**src/rtl/seq_pkg.sv**
```systemverilog
// Shared types and encodings for the instruction sequencer: FSM states, opcodes
// and RegisterFile function selects.
package seq_pkg;

    typedef enum logic [2:0] {
        ST_IDLE,
        ST_FETCH_L,
        ST_FETCH_H,
        ST_EXEC,
        ST_HALT
    } seq_state_t;

    localparam logic [2:0] OP_CLR  = 3'b000;
    localparam logic [2:0] OP_INC  = 3'b001;
    localparam logic [2:0] OP_DEC  = 3'b010;
    localparam logic [2:0] OP_LDI  = 3'b011;
    localparam logic [2:0] OP_MOV  = 3'b100;
    localparam logic [2:0] OP_HALT = 3'b101;

    localparam logic [2:0] FUN_DEC   = 3'b000;
    localparam logic [2:0] FUN_INC   = 3'b001;
    localparam logic [2:0] FUN_LOAD  = 3'b010;
    localparam logic [2:0] FUN_CLEAR = 3'b011;

endpackage

```
**src/rtl/seq_decode.sv**
```systemverilog
// Combinational decoder: turns the instruction register and FSM state into
// RegisterFile controls. Everything is idle (enables high, rest zero) outside EXEC.
module seq_decode
    import seq_pkg::*;
(
    input  logic [15:0] ir,
    input  seq_state_t  state,
    input  logic [15:0] reg_out_a,
    output logic [3:0]  reg_sel,
    output logic [3:0]  scr_sel,
    output logic [2:0]  fun_sel,
    output logic [2:0]  out_a_sel,
    output logic [2:0]  out_b_sel,
    output logic [15:0] idata
);

    logic [2:0] op;
    logic [2:0] dst;
    logic [2:0] src;
    logic [7:0] imm;
    logic       enable;
    logic [1:0] bit_idx;

    assign op  = ir[15:13];
    assign dst = ir[12:10];
    assign src = ir[9:7];
    assign imm = ir[7:0];

    // Bit (3-dst) for R and (7-dst) for S both reduce to the inverted low dst bits.
    assign bit_idx = ~dst[1:0];

    always_comb begin
        reg_sel   = '1;
        scr_sel   = '1;
        fun_sel   = FUN_DEC;
        out_a_sel = '0;
        out_b_sel = '0;
        idata     = '0;
        enable    = 1'b0;

        if (state == ST_EXEC) begin
            case (op)
                OP_CLR: begin
                    fun_sel = FUN_CLEAR;
                    enable  = 1'b1;
                end
                OP_INC: begin
                    fun_sel = FUN_INC;
                    enable  = 1'b1;
                end
                OP_DEC: begin
                    fun_sel = FUN_DEC;
                    enable  = 1'b1;
                end
                OP_LDI: begin
                    fun_sel = FUN_LOAD;
                    idata   = {8'h00, imm};
                    enable  = 1'b1;
                end
                OP_MOV: begin
                    fun_sel   = FUN_LOAD;
                    out_a_sel = src;
                    idata     = reg_out_a;
                    enable    = 1'b1;
                end
                default: enable = 1'b0;
            endcase

            if (enable) begin
                if (dst[2]) scr_sel[bit_idx] = 1'b0;
                else        reg_sel[bit_idx] = 1'b0;
            end
        end
    end

endmodule

```
**src/rtl/instruction_sequencer.sv**
```systemverilog
// Fetch/execute sequencer driving a RegisterFile: two byte fetches then one EXEC cycle.
// Define SEQ_SINGLE_STEP_EN to return to IDLE after each instruction instead of free-running.
module instruction_sequencer
    import seq_pkg::*;
(
    input  logic        Clock,
    input  logic        Reset,
    input  logic        Start,
    input  logic [7:0]  MemData,
    input  logic [15:0] RegOutA,
    output logic [15:0] MemAddr,
    output logic [3:0]  RegSel,
    output logic [3:0]  ScrSel,
    output logic [2:0]  FunSel,
    output logic [2:0]  OutASel,
    output logic [2:0]  OutBSel,
    output logic [15:0] IData,
    output logic        Busy,
    output logic        Halted
);

    seq_state_t  state;
    seq_state_t  state_next;
    logic [15:0] pc;
    logic [15:0] ir;

    always_ff @(posedge Clock or negedge Reset) begin
        if (!Reset) begin
            state <= ST_IDLE;
            pc    <= '0;
            ir    <= '0;
        end else begin
            state <= state_next;
            case (state)
                ST_FETCH_L: begin
                    ir[7:0] <= MemData;
                    pc      <= pc + 16'd1;
                end
                ST_FETCH_H: begin
                    ir[15:8] <= MemData;
                    pc       <= pc + 16'd1;
                end
                default: ;
            endcase
        end
    end

    always_comb begin
        state_next = state;
        case (state)
            ST_IDLE:    if (Start) state_next = ST_FETCH_L;
            ST_FETCH_L: state_next = ST_FETCH_H;
            ST_FETCH_H: state_next = ST_EXEC;
            ST_EXEC: begin
                if (ir[15:13] == OP_HALT) state_next = ST_HALT;
`ifdef SEQ_SINGLE_STEP_EN
                else                      state_next = ST_IDLE;
`else
                else                      state_next = ST_FETCH_L;
`endif
            end
            ST_HALT:    state_next = ST_HALT;
            default:    state_next = ST_IDLE;
        endcase
    end

    assign MemAddr = pc;
    assign Busy    = (state == ST_FETCH_L) || (state == ST_FETCH_H) || (state == ST_EXEC);
    assign Halted  = (state == ST_HALT);

    seq_decode u_decode (
        .ir        (ir),
        .state     (state),
        .reg_out_a (RegOutA),
        .reg_sel   (RegSel),
        .scr_sel   (ScrSel),
        .fun_sel   (FunSel),
        .out_a_sel (OutASel),
        .out_b_sel (OutBSel),
        .idata     (IData)
    );

endmodule
```
**config.mk**
```make
export PLATFORM = sky130hd
export DESIGN_NAME = instruction_sequencer
export DESIGN_NICKNAME = d
export VERILOG_FILES = /design/src/rtl/seq_pkg.sv /design/src/rtl/seq_decode.sv /design/src/rtl/instruction_sequencer.sv
export SDC_FILE = /design/constraint.sdc
export NUM_CORES = 1
export LEC_CHECK = 0
export ABC_AREA = 1
export CAP_MARGIN = 20
export CORE_ASPECT_RATIO = 0.9
export CORE_MARGIN = 1
export CORE_UTILIZATION = 44
export DETAILED_ROUTE_END_ITERATION = 10
export HOLD_SLACK_MARGIN = 0.06
export PLACE_DENSITY = 0.81
export SLEW_MARGIN = 20
export SYNTH_ARGS = -nofsm -noshare
export SYNTH_HDL_FRONTEND = slang
export SYNTH_SLANG_ARGS = --single-unit
```
**constraint.sdc**
```tcl
create_clock -name Clock -period 1.5 [get_ports Clock]
set_clock_uncertainty 0.1 [all_clocks]
set_input_delay 0.225 -clock Clock [delete_from_list [all_inputs] [get_ports Clock]]
set_output_delay 0.225 -clock Clock [all_outputs]
set_load 0.01 [all_outputs]
```
Yosys cells after proc, flatten, opt, wreduce, memory -nomap -nowiden
Index checks and enable logic that the tools add are counted.
{"block": "totals", "word_cells": 46, "regBits": 35, "output_inout_bits": 51, "inputBits": 27}
{"block": "classes", "n_bitwise": 2, "eq_ne": 10, "n_lt_le_gt_ge": 2, "n_reduce_logical": 8, "n_mux": 19, "addsub": 1}
{"operator": "16-bit case mux with 2 select lines", "n": 1}
{"operator": "4-bit two-way mux", "n": 6}
{"operator": "16-bit by 1-bit adder with 16-bit output (second input constant)", "n": 1}
{"operator": "16-bit two-way mux", "n": 1}
{"operator": "3-bit two-way mux", "n": 5}
{"operator": "3-bit case mux with 5 select lines", "n": 1}
{"operator": "3-bit by 2-bit equality test with 1-bit output (second input constant)", "n": 4}
{"operator": "3-bit equality test (second input constant)", "n": 3}
{"operator": "3-bit by 1-bit equality test with 1-bit output (second input constant)", "n": 2}
{"operator": "3-bit zero test", "n": 2}
{"operator": "2-bit case mux with 3 select lines", "n": 1}
{"operator": "5-bit OR reduction", "n": 1}
{"operator": "4-bit NOT", "n": 1}
{"operator": "2-bit OR reduction", "n": 2}
{"operator": "2-bit by 3-bit < comparator with 1-bit output (second input constant)", "n": 1}
{"operator": "1-bit two-way mux", "n": 3}
{"operator": "1-bit demux with 2-bit select", "n": 1}
{"operator": "2-bit by 1-bit greater-or-equal comparator with 1-bit output (second input constant)", "n": 1}
{"operator": "1-bit logical OR", "n": 2}
{"operator": "2-bit inequality test (second input constant)", "n": 1}
{"operator": "2-bit NOT", "n": 1}
{"operator": "1-bit logical AND", "n": 1}

Depth between registers and ports, before layout
Gate-level depths: netlist of run 1.
{"block": "logic_depth", "word_depth": 9, "ltp_mapped": 7, "ltp_nobuf": 7}

Modules after synthesis
A second synthesis of run 1 with hierarchy kept.
{"block": "hier_totals", "hier_cells": 276, "area_unflattened_um2": 2097.0}
{"mod": "instruction_sequencer", "cells_each": 190, "seq_area_each_um2": 875.8, "area_each_um2": 1634.1, "instances": 1}
{"mod": "seq_decode", "cells_each": 86, "seq_area_each_um2": 0.0, "area_each_um2": 462.9, "instances": 1}

Worst setup path before layout of run 1
OpenSTA, ideal clock, no wires.
{"block": "synth_timing", "path_kind": "register to output", "startpoint": "register ir[14]", "endpoint": "output IData[10]", "setup_slack_ns": -0.014, "arrival_ns": 1.189, "required_ns": 1.175, "path_buffers": 1, "path_stages_with_launch": 5, "path_cell_list": "dfrtp_1 > nor2_4 > nand2_1 > buf_2 > nor3b_1"}
{"block": "synth_via", "elab_chain_len": 3, "word_cells_on_any_way": 4, "classes_between": "eq/ne (2); mux (2)"}
{"item": "start: declaration", "line_no": "instruction_sequencer.sv:25", "source": "logic [15:0] ir;"}
{"item": "start signal: assignment", "line_no": "instruction_sequencer.sv:40", "source": "ir[15:8] <= MemData;"}
{"item": "3-bit equality test / 3-bit by 2-bit equality test with 1-bit output (equally long branches)", "line_no": "seq_decode.sv:42", "source": "case (op)"}
{"item": "16-bit case mux with 2 select lines *", "line_no": "seq_decode.sv:42"}
{"item": "16-bit two-way mux *", "line_no": "seq_decode.sv:41", "source": "if (state == ST_EXEC) begin"}
{"item": "end: declaration", "line_no": "instruction_sequencer.sv:17", "source": "output logic [15:0] IData,"}
Every way passes the cells marked *; elsewhere a longest branch is shown, timed or not.

Final worst setup path of run 1
{"block": "layout_timing", "startpoint": "register ir[14]", "endpoint": "output IData[7]"}
Same word-level chain as after synthesis.

==> impl_results.md, run 1 <==
- Maxcap violations: 0
- Antenna Cells: 0
- Final Hold Viols: 0
- Synth area leaders: dfrtp_1 44%, nand2_1 11%, o21ai_0 6.0%
- Initial Util: 47.4%
- Cells after Synth: 253
- Post-Synth Simple-Gate Area: 33.8%
- # port buffers: 73
- Remaining Overflow, GRT: 0
- Area growth syn-to-layout: 64.0%
- Largest net degree at the start of global routing: 26
- Clk buf depth: 2
- Site Rows: 22
- Leakage: 0.00164 uW
- Mux cell area share after synthesis: 0%
- Top Ports: 78
- Commonest non-fill, non-tap cell in the layout: nand2_1
- Clock buffer count from CTS: 5
- Setup crit end kind: output pin
- CTS tree: done
- Placed insts: 397
- CTS root buf: clkbuf_8
- Commonest cells after routing, fill and taps aside: 54 x nand2_1, 32 x buf_2, 31 x dfrtp_1
- CP arrival: around 1500 ps
- Clock latency on the worst-skew pair: 290 ps
- Worst setup SP type: register
- DR WL/cell: between 10 and 15 um
- Routability cong.: roughly 0.85
- Synth top area share: between 40% and 50%
- Cell area after synthesis: 0.00199 mm2
- Number of synthesized flops with an enable pin: 0
- Final Total Pwr: 5770 uW
- WHS: 285 ps
- CP cell instances: buf_4 -> nand3b_4 -> or2_2 -> a21oi_1 -> buf_2
- Largest family of logic cells by synthesized area: simple AND/OR/NAND/NOR gates
- Yosys reg bits: 35
- Ys async rst share: 100%
- Setup_tns: -7400 ps
- Initial antenna violation count: 0
- Die Y: between 60 and 70 um
- Post-Synth XOR/XNOR Area: 3.01%
- Worst Path Required: around 1200 ps
- Post-synthesis compound-gate area fraction: 8.85%
- Final setup fails: 31
- Peak VDD IR: 0.00141 V
- Pwr dens: 1760 mW/mm2
- Gr usage total: 24.8%
- Post-DP HPWL: 3730 um
- Slowest stage cell, crit path: dfrtp_2
- Drt via density: 5.11
- Yosys warning total: 0
- Syn avg cell area: between 7 and 8 um2
- Crit Path Category: reg -> out
- Fill count: ~310
- Final ANT Viol Nets: 0
- WL final: 6090 um
- Fin util: 77.7%
- Core footprint: 0.00421 mm2
- Die Area: 0.00481 mm2
- Chip Width: 73.0 um
- Share of layout cells above drive strength 1: 35.9%
- Register area share after synthesis: 43.9%
- CP max FO: 5
- Worst setup margin: -317 ps
- Max Clk Rate: approximately 0.55 GHz
- Non-filler instance count after layout: between 400 and 500
- DR vias: 2189
- Status: finished with violations
- DR pass1 iterations: 4
- Vias in the first global route: 1981
- Remaining DRCs: 0
- Clk sink count: 35
- First-pass GRT wire length: 8990 um
- RSZ-0062 raised after global routing: yes
- Cell taking the most area after synthesis: dfrtp_1
- Area of the multi-input gates: 0.00114 mm2
- Max incr delay on CP: 410 ps
- Cell variety after synth: 30
- NumNets Final: approximately 400
- DRT iter0 DRCs: 100
- Period utilisation layout: 121%
- Register area: 881 um2
- Clock period minus final worst setup slack: 1820 ps
- H-tree levels: 2
- Failing checks: negative setup slack
- Clk slew on worst S/H paths: 70 ps
- Final slew viol count: 0
- Top FF cell, synth: dfrtp_1
- Hold/Removal Path Class: in -> async
- FF-to-FF setup slack: 40 ps
- Adder-Cell Fraction of Synth Area: less than 1%
==> synthesized netlist by cell type, drive strengths merged, types with 4 or more instances <==
cell,instances
nand4,9
nand3b,4
nor3b,10
inv,33
nand3,18
xnor2,4
nand2b,7
o21ai,24
a21oi,10
nor2,18
dfrtp,35
buf,9
nand2,62
==> state kept, by name, indices dropped and copies added (netlist names) <==
register  flops
MemAddr      16
ir           16
state         3
==> cell type report <==
cell class / count / area share (%)
Multi-Input combinational cell: 179 / 34.9
Tap cell: 60 / 2.30
Clock buffer: 6 / 2.52
Inverter: 33 / 4.02
Timing Repair Buffer: 114 / 29.2
Clock inverter: 1 / 0.153
Sequential cell: 35 / 26.9
==> worst max-delay path, delay by kind of cell, from the launching register on <==
family          cells  cell delay (ps)
simple gates        2              370
compound gates      1              130
buf+inv             2              290
flops               1              410
==> logic make-up (layout without fill, tap and decap cells) <==
kind of cell	Yosys count	count (layout)
simple gates	131	133
xor+xnor	6	6
fa+ha+maj	1	1
compound gates	35	35
buf+inv	44	154
flops	35	35
other cells	1	4
==> metal layers <==
layer	vias up	global-route usage (%)	part of all wire, %
met1	1046	30.0	40
li1	1041	-	-
met3	11	5.79	8.8
met5	-	0	0
met2	91	42.9	50
met4	0	9.07	1.6
==> path summary, 6_finish.rpt <==
kind,from,to,depth (start not counted)
worst max-delay path,ir[14]$_DFFE_PN0P_,IData[7],5
worst min-delay path,Reset,MemAddr[13]$_DFFE_PN0P_,2
worst max register to register,state[1]$_DFFE_PN0P_,MemAddr[3]$_DFFE_PN0P_,8
worst min register to register,ir[3]$_DFFE_PN0P_,ir[3]$_DFFE_PN0P_,2
max in group asynchronous,Reset,ir[14]$_DFFE_PN0P_,3
min in group Clock,MemData[5],ir[13]$_DFFE_PN0P_,3
==> per-stage QoR <==
stage	cell area (um2)	setup slack (ps)
floorplan	2010	-13.9
CTS	3140	-309
detailed placement	2890	-445
global route	3270	-347
global placement	2890	-404
finish	3270	-317
==> power by group <==
group / internal [uW] / switching, uW / total, uW
clock network: 360 / 332 / 692
registers: 1290 / 333 / 1620
logic: 1670 / 1790 / 3460
total: 3320 / 2460 / 5770
==> repair_timing <==
item                                   CTS  global route
setup buffers                           17             6
setup endpoints to repair               55            55
endpoints found under the hold margin   16             0
pin swaps                               17             8
gates cloned                             1             3
hold buffers                             1             0
gates resized for setup                183            33
(Power assumes the default switching activity.)
==> run 2, diff against run 1 <==
- CORE_MARGIN: 1 -> default
==> results of run 2 <==
No change in the layout: final DEF, timing and power equal those of run 1.
==> run 3, diff against run 2 <==
- PLACE_DENSITY: 0.81 -> 0.91
==> run 3 against run 2 <==
  * The flow still finishes with violations (negative setup slack)
  * First-iteration DRC count increased by 40%
  * Clock-buffer cell count rose by 2
  * Clock power is 11% higher
  * Via count increased by 0.46%
  * Hold slack better by 110 ps
  * Sequential cell count unchanged
  * Worst setup slack got worse by 10 ps
  * Core utilization is 0.36 points lower
  * Final cell count down 1.2%
  * Routed wire length rose by 7.0%
  * Critical path type unchanged
  * Largest cell class unchanged
  * Largest power group unchanged
==> impl_results.md, run 3 (synthesis gave the netlist of run 1 again) <==
- Status: finished with violations
- Failing checks: negative setup slack
- CTS tree: done
- Worst Path Required: 1170 ps (about the same)
- DR vias: 2199 (+0.46%)
- CP arrival: 1500 ps (about the same)
- Remaining Overflow, GRT: 0 (unchanged)
- Clk slew on worst S/H paths: 70 ps (about the same)
- CTS root buf: clkbuf_8
- Peak VDD IR: 0.00106 V (-25%)
- Crit path from: ir[14]$_DFFE_PN0P_
- Die Y: 65.9 um (unchanged)
- Pwr dens: 1780 mW/mm2 (+0.98%)
- Fin util: 77.3% (-0.36 points)
- Area growth syn-to-layout: 63.2%
- Final Hold Viols: 0 (unchanged)
- Slowest stage cell, crit path: dfrtp_2
- Die Area: 0.00481 mm2 (unchanged)
- Hold/Removal Path Class: in -> async
- Leakage: 0.00158 uW (-3.7%)
- Commonest non-fill, non-tap cell in the layout: nand2_1
- Site Rows: 22 (unchanged)
- Gr usage total: 26.6% (+1.8 points)
- Register area: 880 um2 (-0.14%)
- Max Clk Rate: 0.547 GHz (-0.54%)
- Drt via density: 5.20 (+1.6%)
- Antenna Cells: 0 (unchanged)
- Share of layout cells above drive strength 1: 35.5% (-0.33 points)
- Final ANT Viol Nets: 0 (unchanged)
- Worst reg-to-reg path cell count: 8 (unchanged)
- # port buffers: 73 (unchanged)
- First-pass GRT wire length: 9550 um (+6.2%)
- Initial antenna violation count: 0 (unchanged)
- Max incr delay on CP: 450 ps (+40 ps)
- Top Ports: 78 (unchanged)
- DP Worst Slack: -505 ps (-59.5 ps)
- DRT iter0 DRCs: 140 (+40%)
- CP max FO: 4 (-1)
- Worst setup SP type: register
- Final slew viol count: 0 (unchanged)
- DR pass1 iterations: 4 (unchanged)
- Crit Path Category: reg -> out
- Post-DP HPWL: 3970 um (+6.6%)
- H-tree levels: 2 (unchanged)
- Setup crit end kind: output pin
- CP Buf/Inv Count: 3 (+1)
- RSZ-0062 raised after global routing: yes
- Clock latency on the worst-skew pair: 290 ps (about the same)
- Chip Width: 73.0 um (unchanged)
- Core footprint: 0.00421 mm2 (unchanged)
- Crit path top cell by count: buf_6
- Clk buf depth: 2 (unchanged)
- DR WL/cell: 15.4 um (+8.3%)
- Fill count: 266 (-14%)
- Routability cong.: 0.831 (-1.7%)
- WHS: 395 ps (+110 ps)
- Period utilisation layout: 122% (+0.66 points)
- Vias in the first global route: 2058 (+3.9%)
- Largest net degree at the start of global routing: 36 (+38%)
- Area of the multi-input gates: 0.00116 mm2 (+2.2%)
- CP cell instances: nor2_4 -> buf_6 -> buf_6 -> nand3_2 -> a21oi_1 -> buf_2
- CP top delay family: flip-flops
- Commonest cells after routing, fill and taps aside: 55 x nand2_1, 32 x dfrtp_1, 32 x buf_2
- Worst R2R Start: state[1]$_DFFE_PN0P_
- Worst setup margin: -327 ps (-9.95 ps)
- Clock period minus final worst setup slack: 1830 ps (+9.95 ps)
- Remaining DRCs: 0 (unchanged)
- Maxcap violations: 0 (unchanged)
- Clk sink count: 35 (unchanged)
- Clock buffer count from CTS: 5 (unchanged)
- Final setup fails: 31 (unchanged)
- Critical Path Stages: 6 (+1)
- NumNets Final: 390 (-1.5%)
- WL final: 6520 um (+7.0%)
- Initial Util: 47.4% (unchanged)
[run 3: area by class of cell]
cell class / count / share of cell area (%)
Clock buffer: 8 / 3.07
Inverter: 33 / 4.19
Multi-Input combinational cell: 178 / 35.8
Sequential cell: 35 / 27.0
Tap cell: 60 / 2.31
Timing Repair Buffer: 109 / 27.6
[run 3: where the power goes]
part           switching (uW)  internal (uW)
sequential                312           1290
clock                     346            419
combinational            1860           1580
[run 3: what timing repair did]
item,CTS,global route
buffers inserted,9,5
endpoints found under the setup margin,55,39
pin swaps,21,11
endpoints found under the hold margin,35,0
hold buffers,1,0
resized for setup,187,33
gates cloned,1,1
[run 3: final timing paths]
path                            slack, ps                       to
worst max register to register         40  MemAddr[14]$_DFFE_PN0P_
worst max-delay path                 -330                 IData[0]
worst min-delay path                  400  MemAddr[14]$_DFFE_PN0P_
min in group Clock                    400        ir[7]$_DFFE_PN0P_
worst min register to register        400        ir[7]$_DFFE_PN0P_
max in group asynchronous             560       ir[13]$_DFFE_PN0P_
[run 3: through the flow]
stage | total power, uW | area (um2) | setup TNS [ps] | std cells
global placement | 3930 | 2890 | -10490 | 398
finish | 5800 | 3260 | -7250 | 423
floorplan | 2900 | 2010 | -125 | 256
CTS | 5190 | 3090 | -6830 | 417
detailed placement | 4060 | 2890 | -12340 | 398
global route | 6130 | 3260 | -9260 | 423
[run 3: layer usage]
| layer | share of wire (%) | global-route usage, % |
|---|---|---|
| met5 | 0 | 0 |
| met4 | 2.7 | 10.8 |
| met3 | 8.3 | 5.79 |
| met2 | 54 | 49.8 |
| met1 | 35 | 28.9 |
[run 3: tightest hold or removal path, stage by stage]
cell and delay [ps]:
dlygate4sd3_1 520, buf_2 90, buf_4 380
==> RTL edit 1 (config.mk and constraints of run 1) <==
The 5 states of `seq_state_t` get a one-hot encoding in 5 bits.
--- a/src/rtl/seq_pkg.sv
+++ b/src/rtl/seq_pkg.sv
@@ -2,12 +2,12 @@
 // and RegisterFile function selects.
 package seq_pkg;
 
-    typedef enum logic [2:0] {
-        ST_IDLE,
-        ST_FETCH_L,
-        ST_FETCH_H,
-        ST_EXEC,
-        ST_HALT
+    typedef enum logic [4:0] {
+        ST_IDLE    = 5'b00001,
+        ST_FETCH_L = 5'b00010,
+        ST_FETCH_H = 5'b00100,
+        ST_EXEC    = 5'b01000,
+        ST_HALT    = 5'b10000
     } seq_state_t;
 
     localparam logic [2:0] OP_CLR  = 3'b000;
Formal check against the unedited RTL: same outputs for any inputs over 10 cycles, from zero or initial values and one cycle with Reset low; not proved beyond that.
==> RTL edit 1 against run 1 <==
  * The run still ends with setup timing left
  * Synthesized cell count grew 15%
  * Die area grew 5.9%
  * Sequential cell count grew 2
  * Design area grew 17%
  * Critical path type unchanged
  * Hold slack gained 0.021 ns
  * Power shrank 3.6%
  * Critical endpoint is now IData[4]
  * Area after synthesis grew 6.1%
  * Clock power grew 5.6%
  * Combinational power shrank 8.1%
  * Routed wire length grew 50%
  * Maximum frequency shrank 8.5%
  * Worst setup slack lost 0.17 ns
  * Largest cell class unchanged
==> RTL edit 1: results (changes against run 1) <==
stage	metric	value	unit	change
final_layout	fillcell total	247		-21%
critical_path	R2R Setup Slk	-0.17	ns	-0.21 ns
detailed_routing	WL/cell	19.0	um	+33%
sta	setup TNS	-12.76	ns	-5.36 ns
synthesis	sequential share of the synthesized area	0.438		-0.000945
grt	largest net degree at the start of global routing	22		-15%
power_and_ir_drop	Switching Fraction	0.436		+0.0104
sta	Hold Slack	0.306	ns	+0.0209 ns
critical_path	R2R depth	9		+1
synthesis	Post-Synth XOR/XNOR Area	0.0290		-0.00114
detailed_routing	DR pass1 iterations	5		+1
grt	vias in the first global route	2265		+14%
critical_path	Critical Path Start	ir[14]		
final_layout	number of nets in the layout	448		+13%
power_and_ir_drop	sequential cell fraction of total power	0.296		+0.015
power_and_ir_drop	Static Leakage	1.91	nW	+16%
grt	GRT Overall Usage	0.273		+0.0253
min_path	HP Class	in -> async		
critical_path	crit-path max FO	6		+1
outcome	status	finished, violations left		
grt	first-pass GRT wire length	10.2	mm	+13%
synthesis	Gate Count Post-Synth	290		+15%
placement	pre-CTS setup slack	-0.606	ns	-0.161 ns
final_layout	share of cells above drive strength 1	0.442		+0.0831
placement	DP Area	0.00306	mm2	+5.7%
power_and_ir_drop	Comb power frac	0.572		-0.027
placement	dpl cells	440		+11%
detailed_routing	via count	2753		+26%
detailed_routing	1st-iter DRT viols	298		+200%
critical_path	Worst Setup EP	IData[4]		
synthesis	top cells by count, synth	nand2_1 (81), dfrtp_1 (36), inv_1 (33)		
final_layout	post-route insts no fill	483		+13%
sta	final setup fails	51		+65%
synthesis	Synth Area in Compound Gates	0.0787		-0.00981
critical_path	CP max stage cell	dfrtp_1		
critical_path	reg2reg start	MemAddr[2]		
synthesis	dominant cells by area after synthesis	dfrtp_1 (43%), nand2_1 (14%), nand4_1 (6.2%)		
grt	initial antenna violation count	0		unchanged
placement	DP Wirelength	4.21	mm	+13%
power_and_ir_drop	VDD IR max	0.801	mV	-43%
clock_tree	TritonCTS Buffers	5		unchanged
clock_tree	Root Buffer Master	clkbuf_8		
outcome	violated checks	setup timing		
critical_path	reg2reg end	MemAddr[15]		
critical_path	CP arrival	1.66	ns	+0.17 ns
sta	fin worst setup slack	-0.485	ns	-0.169 ns
placement	GPL Wtd Cong	0.823		-2.7%
[RTL edit 1: cell types whose count changed in the layout (fill, tap and decap cells not counted), moves of 7 or more]
| cell | delta |
|---|---|
| nor2_4 | +8 |
| buf_6 | +11 |
| nand4_1 | +12 |
| buf_4 | +7 |
| o21ai_0 | -9 |
| nor3b_2 | -10 |
| nand2_2 | +19 |
[RTL edit 1: cells by family after synthesis]
group	Yosys count
AOI/OAI and AO/OA	33
xor gates and xnor gates	7
adders and majority gates	1
buffers and inverters	49
DFF	37
other	1
and+or+nand+nor	162
[RTL edit 1: critical path, delay by kind of cell, from the launching register on]
family / cells / cell delay, ns
AO/OA/AOI/OAI: 1 / 0.14
buffers and inverters: 4 / 0.52
flip-flops: 1 / 0.42
AND/OR/NAND/NOR: 3 / 0.28
[RTL edit 1: final cells by class]
| class | instances | area, um2 | area share |
|---|---|---|---|
| Clock buffer | 8 | 90.1 | 0.0235 |
| Inverter | 34 | 128 | 0.0333 |
| Timing Repair Buffer | 133 | 1220 | 0.317 |
| Multi-Input combinational cell | 209 | 1390 | 0.363 |
| Tap cell | 62 | 77.6 | 0.0202 |
| Sequential cell | 37 | 932 | 0.243 |
[RTL edit 1: repair_timing]
action                                 CTS  global route
cloned                                   3             4
hold buffers                             1             0
resized for setup                      184           112
buffers inserted                        19            10
endpoints found under the hold margin   16             0
setup endpoints to repair               63            58
pin swaps                               11            28
[RTL edit 1: routing by layer]
| metal | global-route usage | share of wire | up-vias |
|---|---|---|---|
| met5 | 0 | 0 | - |
| met4 | 0.108 | 0.061 | 0 |
| met3 | 0.0567 | 0.090 | 67 |
| met2 | 0.492 | 0.50 | 200 |
| met1 | 0.316 | 0.35 | 1296 |
| li1 | - | - | 1190 |
==> RTL edit 2 (config.mk and constraints of run 1) <==
Without the edit above. Build with the macro `SEQ_SINGLE_STEP_EN` defined.
--- a/src/rtl/instruction_sequencer.sv
+++ b/src/rtl/instruction_sequencer.sv
@@ -1,5 +1,7 @@
 // Fetch/execute sequencer driving a RegisterFile: two byte fetches then one EXEC cycle.
 // Define SEQ_SINGLE_STEP_EN to return to IDLE after each instruction instead of free-running.
+`define SEQ_SINGLE_STEP_EN
+
 module instruction_sequencer
     import seq_pkg::*;
 (
Function: changed (a bounded check fails within 10 cycles, from zero or initial values and one cycle with Reset low).
==> RTL edit 2 against run 1 <==
  * The run still ends with setup timing left
  * Worst setup slack lost 0.20 ns
  * Count of clock-buffer cells in the layout rose by 2
  * Design area grew 6.2%
  * Power is 4.3% higher
  * Non-clock buffer count grew 6
  * Area after synthesis down 0.38%
  * Routed wire length up 12%
  * Via count up 1.1%
  * Sequential cell count unchanged
  * Maximum frequency shrank 9.8%
  * Sequential share of layout area down 1.7 points
  * Largest cell class unchanged
==> RTL edit 2: results (changes against run 1) <==
stage	metric	value	unit	change
outcome	status	finished, violations left		
outcome	violated checks	setup timing		
synthesis	dominant cells by area after synthesis	dfrtp_1 (44%), nand2_1 (11%), inv_1 (4.5%)		
grt	GRT Overall Usage	0.251		+0.00347
sta	final setup fails	38		+23%
grt	M1 GR Usage	0.294		-0.00590
detailed_routing	WL/cell	16.0	um	+12%
critical_path	top cell family by delay on the critical path	simple AND/OR/NAND/NOR gates		
synthesis	top cells by count, synth	nand2_1 (59), dfrtp_1 (35), inv_1 (24)		
detailed_routing	Via density	5.18		+1.3%
sta	fin worst setup slack	-0.513	ns	-0.196 ns
power_and_ir_drop	VDD IR max	1.53	mV	+8.3%
grt	largest net degree at the start of global routing	36		+38%
power_and_ir_drop	Static Leakage	1.70	nW	+3.6%
final_layout	fillcell total	251		-19%
final_layout	number of nets in the layout	394		-0.51%
placement	GPL Wtd Cong	0.764		-9.6%
critical_path	reg2reg start	state[2]		
critical_path	CP peak stage delay	0.45	ns	+0.04 ns
synthesis	sequential share of the synthesized area	0.441		+0.00166
critical_path	reg2reg end	MemAddr[5]		
grt	met3 GRT Util	0.0644		+0.00649
critical_path	R2R depth	9		+1
detailed_routing	1st-iter DRT viols	126		+26%
grt	met2 GRT Util	0.449		+0.0199
grt	first-pass GRT wire length	9.18	mm	+2.1%
critical_path	CP max stage cell	dfrtp_1		
final_layout	share of cells above drive strength 1	0.403		+0.0446
placement	DP Wirelength	3.55	mm	-4.9%
grt	vias in the first global route	2020		+2.0%
critical_path	Critical Path Start	ir[14]		
critical_path	CP arrival	1.69	ns	+0.20 ns
synthesis	Yosys cell types	31		+3.3%
critical_path	R2R Setup Slk	-0.06	ns	-0.10 ns
==> RTL edit 2: cell count changes after synthesis, moves of 3 or more <==
cell      delta
nand3b_1     +3
o21ai_1      +3
inv_1        -6
o21ai_0      -8
nor2_1       -4
xor2_1       +3
==> RTL edit 2: where the power goes <==
part | leakage, nW | switching (mW) | internal (mW)
clock | 0.0515 | 0.326 | 0.419
sequential | 0.449 | 0.366 | 1.28
combinational | 1.20 | 1.84 | 1.79
total | 1.70 | 2.53 | 3.49
==> RTL edit 2: how the worst min path moves through the flow <==
stage,startpoint,end,slack [ns],cells past startpoint
final,Reset,MemAddr[12],0.21,2
after global routing,Reset,MemAddr[12],0.21,2
after CTS,Reset,MemAddr[10],0.21,2
after detailed placement,ir[7],ir[7],0.38,2
after global placement,ir[8],ir[8],0.37,2
after floorplan,Reset,MemAddr[0],-0.17,0
==> RTL edit 2: metrics by stage <==
stage	setup slack (ns)	instance area [um2]	std cells	setup TNS [ns]	total power, mW
after detailed placement	-0.443	2910	391	-11.32	3.90
after global routing	-0.522	3470	427	-12.37	6.35
after CTS	-0.350	3260	420	-7.31	5.43
after global placement	-0.402	2910	391	-10.53	3.83
after floorplan	-0.00186	2000	249	-0.0167	2.82
final	-0.513	3470	427	-9.57	6.02
==> RTL edit 2: cells by family (layout without fill, tap and decap cells) <==
kind of cell | count (synthesis) | in the layout | share of synthesized area
AO/OA/AOI/OAI | 30 | 30 | 0.0775
XOR/XNOR | 6 | 6 | 0.0264
adder cells (fa/ha/maj) | 1 | 1 | 0.00630
buffers and inverters | 40 | 158 | 0.0869
flip-flops | 35 | 35 | 0.441
other | 1 | 4 | 0.00189
AND/OR/NAND/NOR | 133 | 133 | 0.360
==> RTL edit 2: what timing repair did <==
action                     4_1_cts  5_1_grt
setup buffers                   20       10
resized for setup              189       37
gates cloned                     1        1
pin swaps                       11       18
setup endpoints to repair       49       46
==> RTL edit 2: layout make-up <==
cell class | count | share of cell area
multi-input cells | 174 | 0.350
inverters | 30 | 0.0367
flip-flops and latches | 35 | 0.252
well taps | 60 | 0.0216
clock buffers | 8 | 0.0288
repair buffers | 120 | 0.311
==> RTL edit 2: worst register-to-register path: cells and delay by family, from the launching register on <==
family,cells,cell delay [ns]
simple gates,3,0.29
flops,1,0.38
buf+inv,5,0.51
xor+xnor,1,0.16
==> RTL edit 2: metal layers <==
metal  up-vias  share of wire
met1      1038           0.37
li1       1029              -
met2       117           0.50
met4         0          0.034
met5         -              0
met3        28          0.095
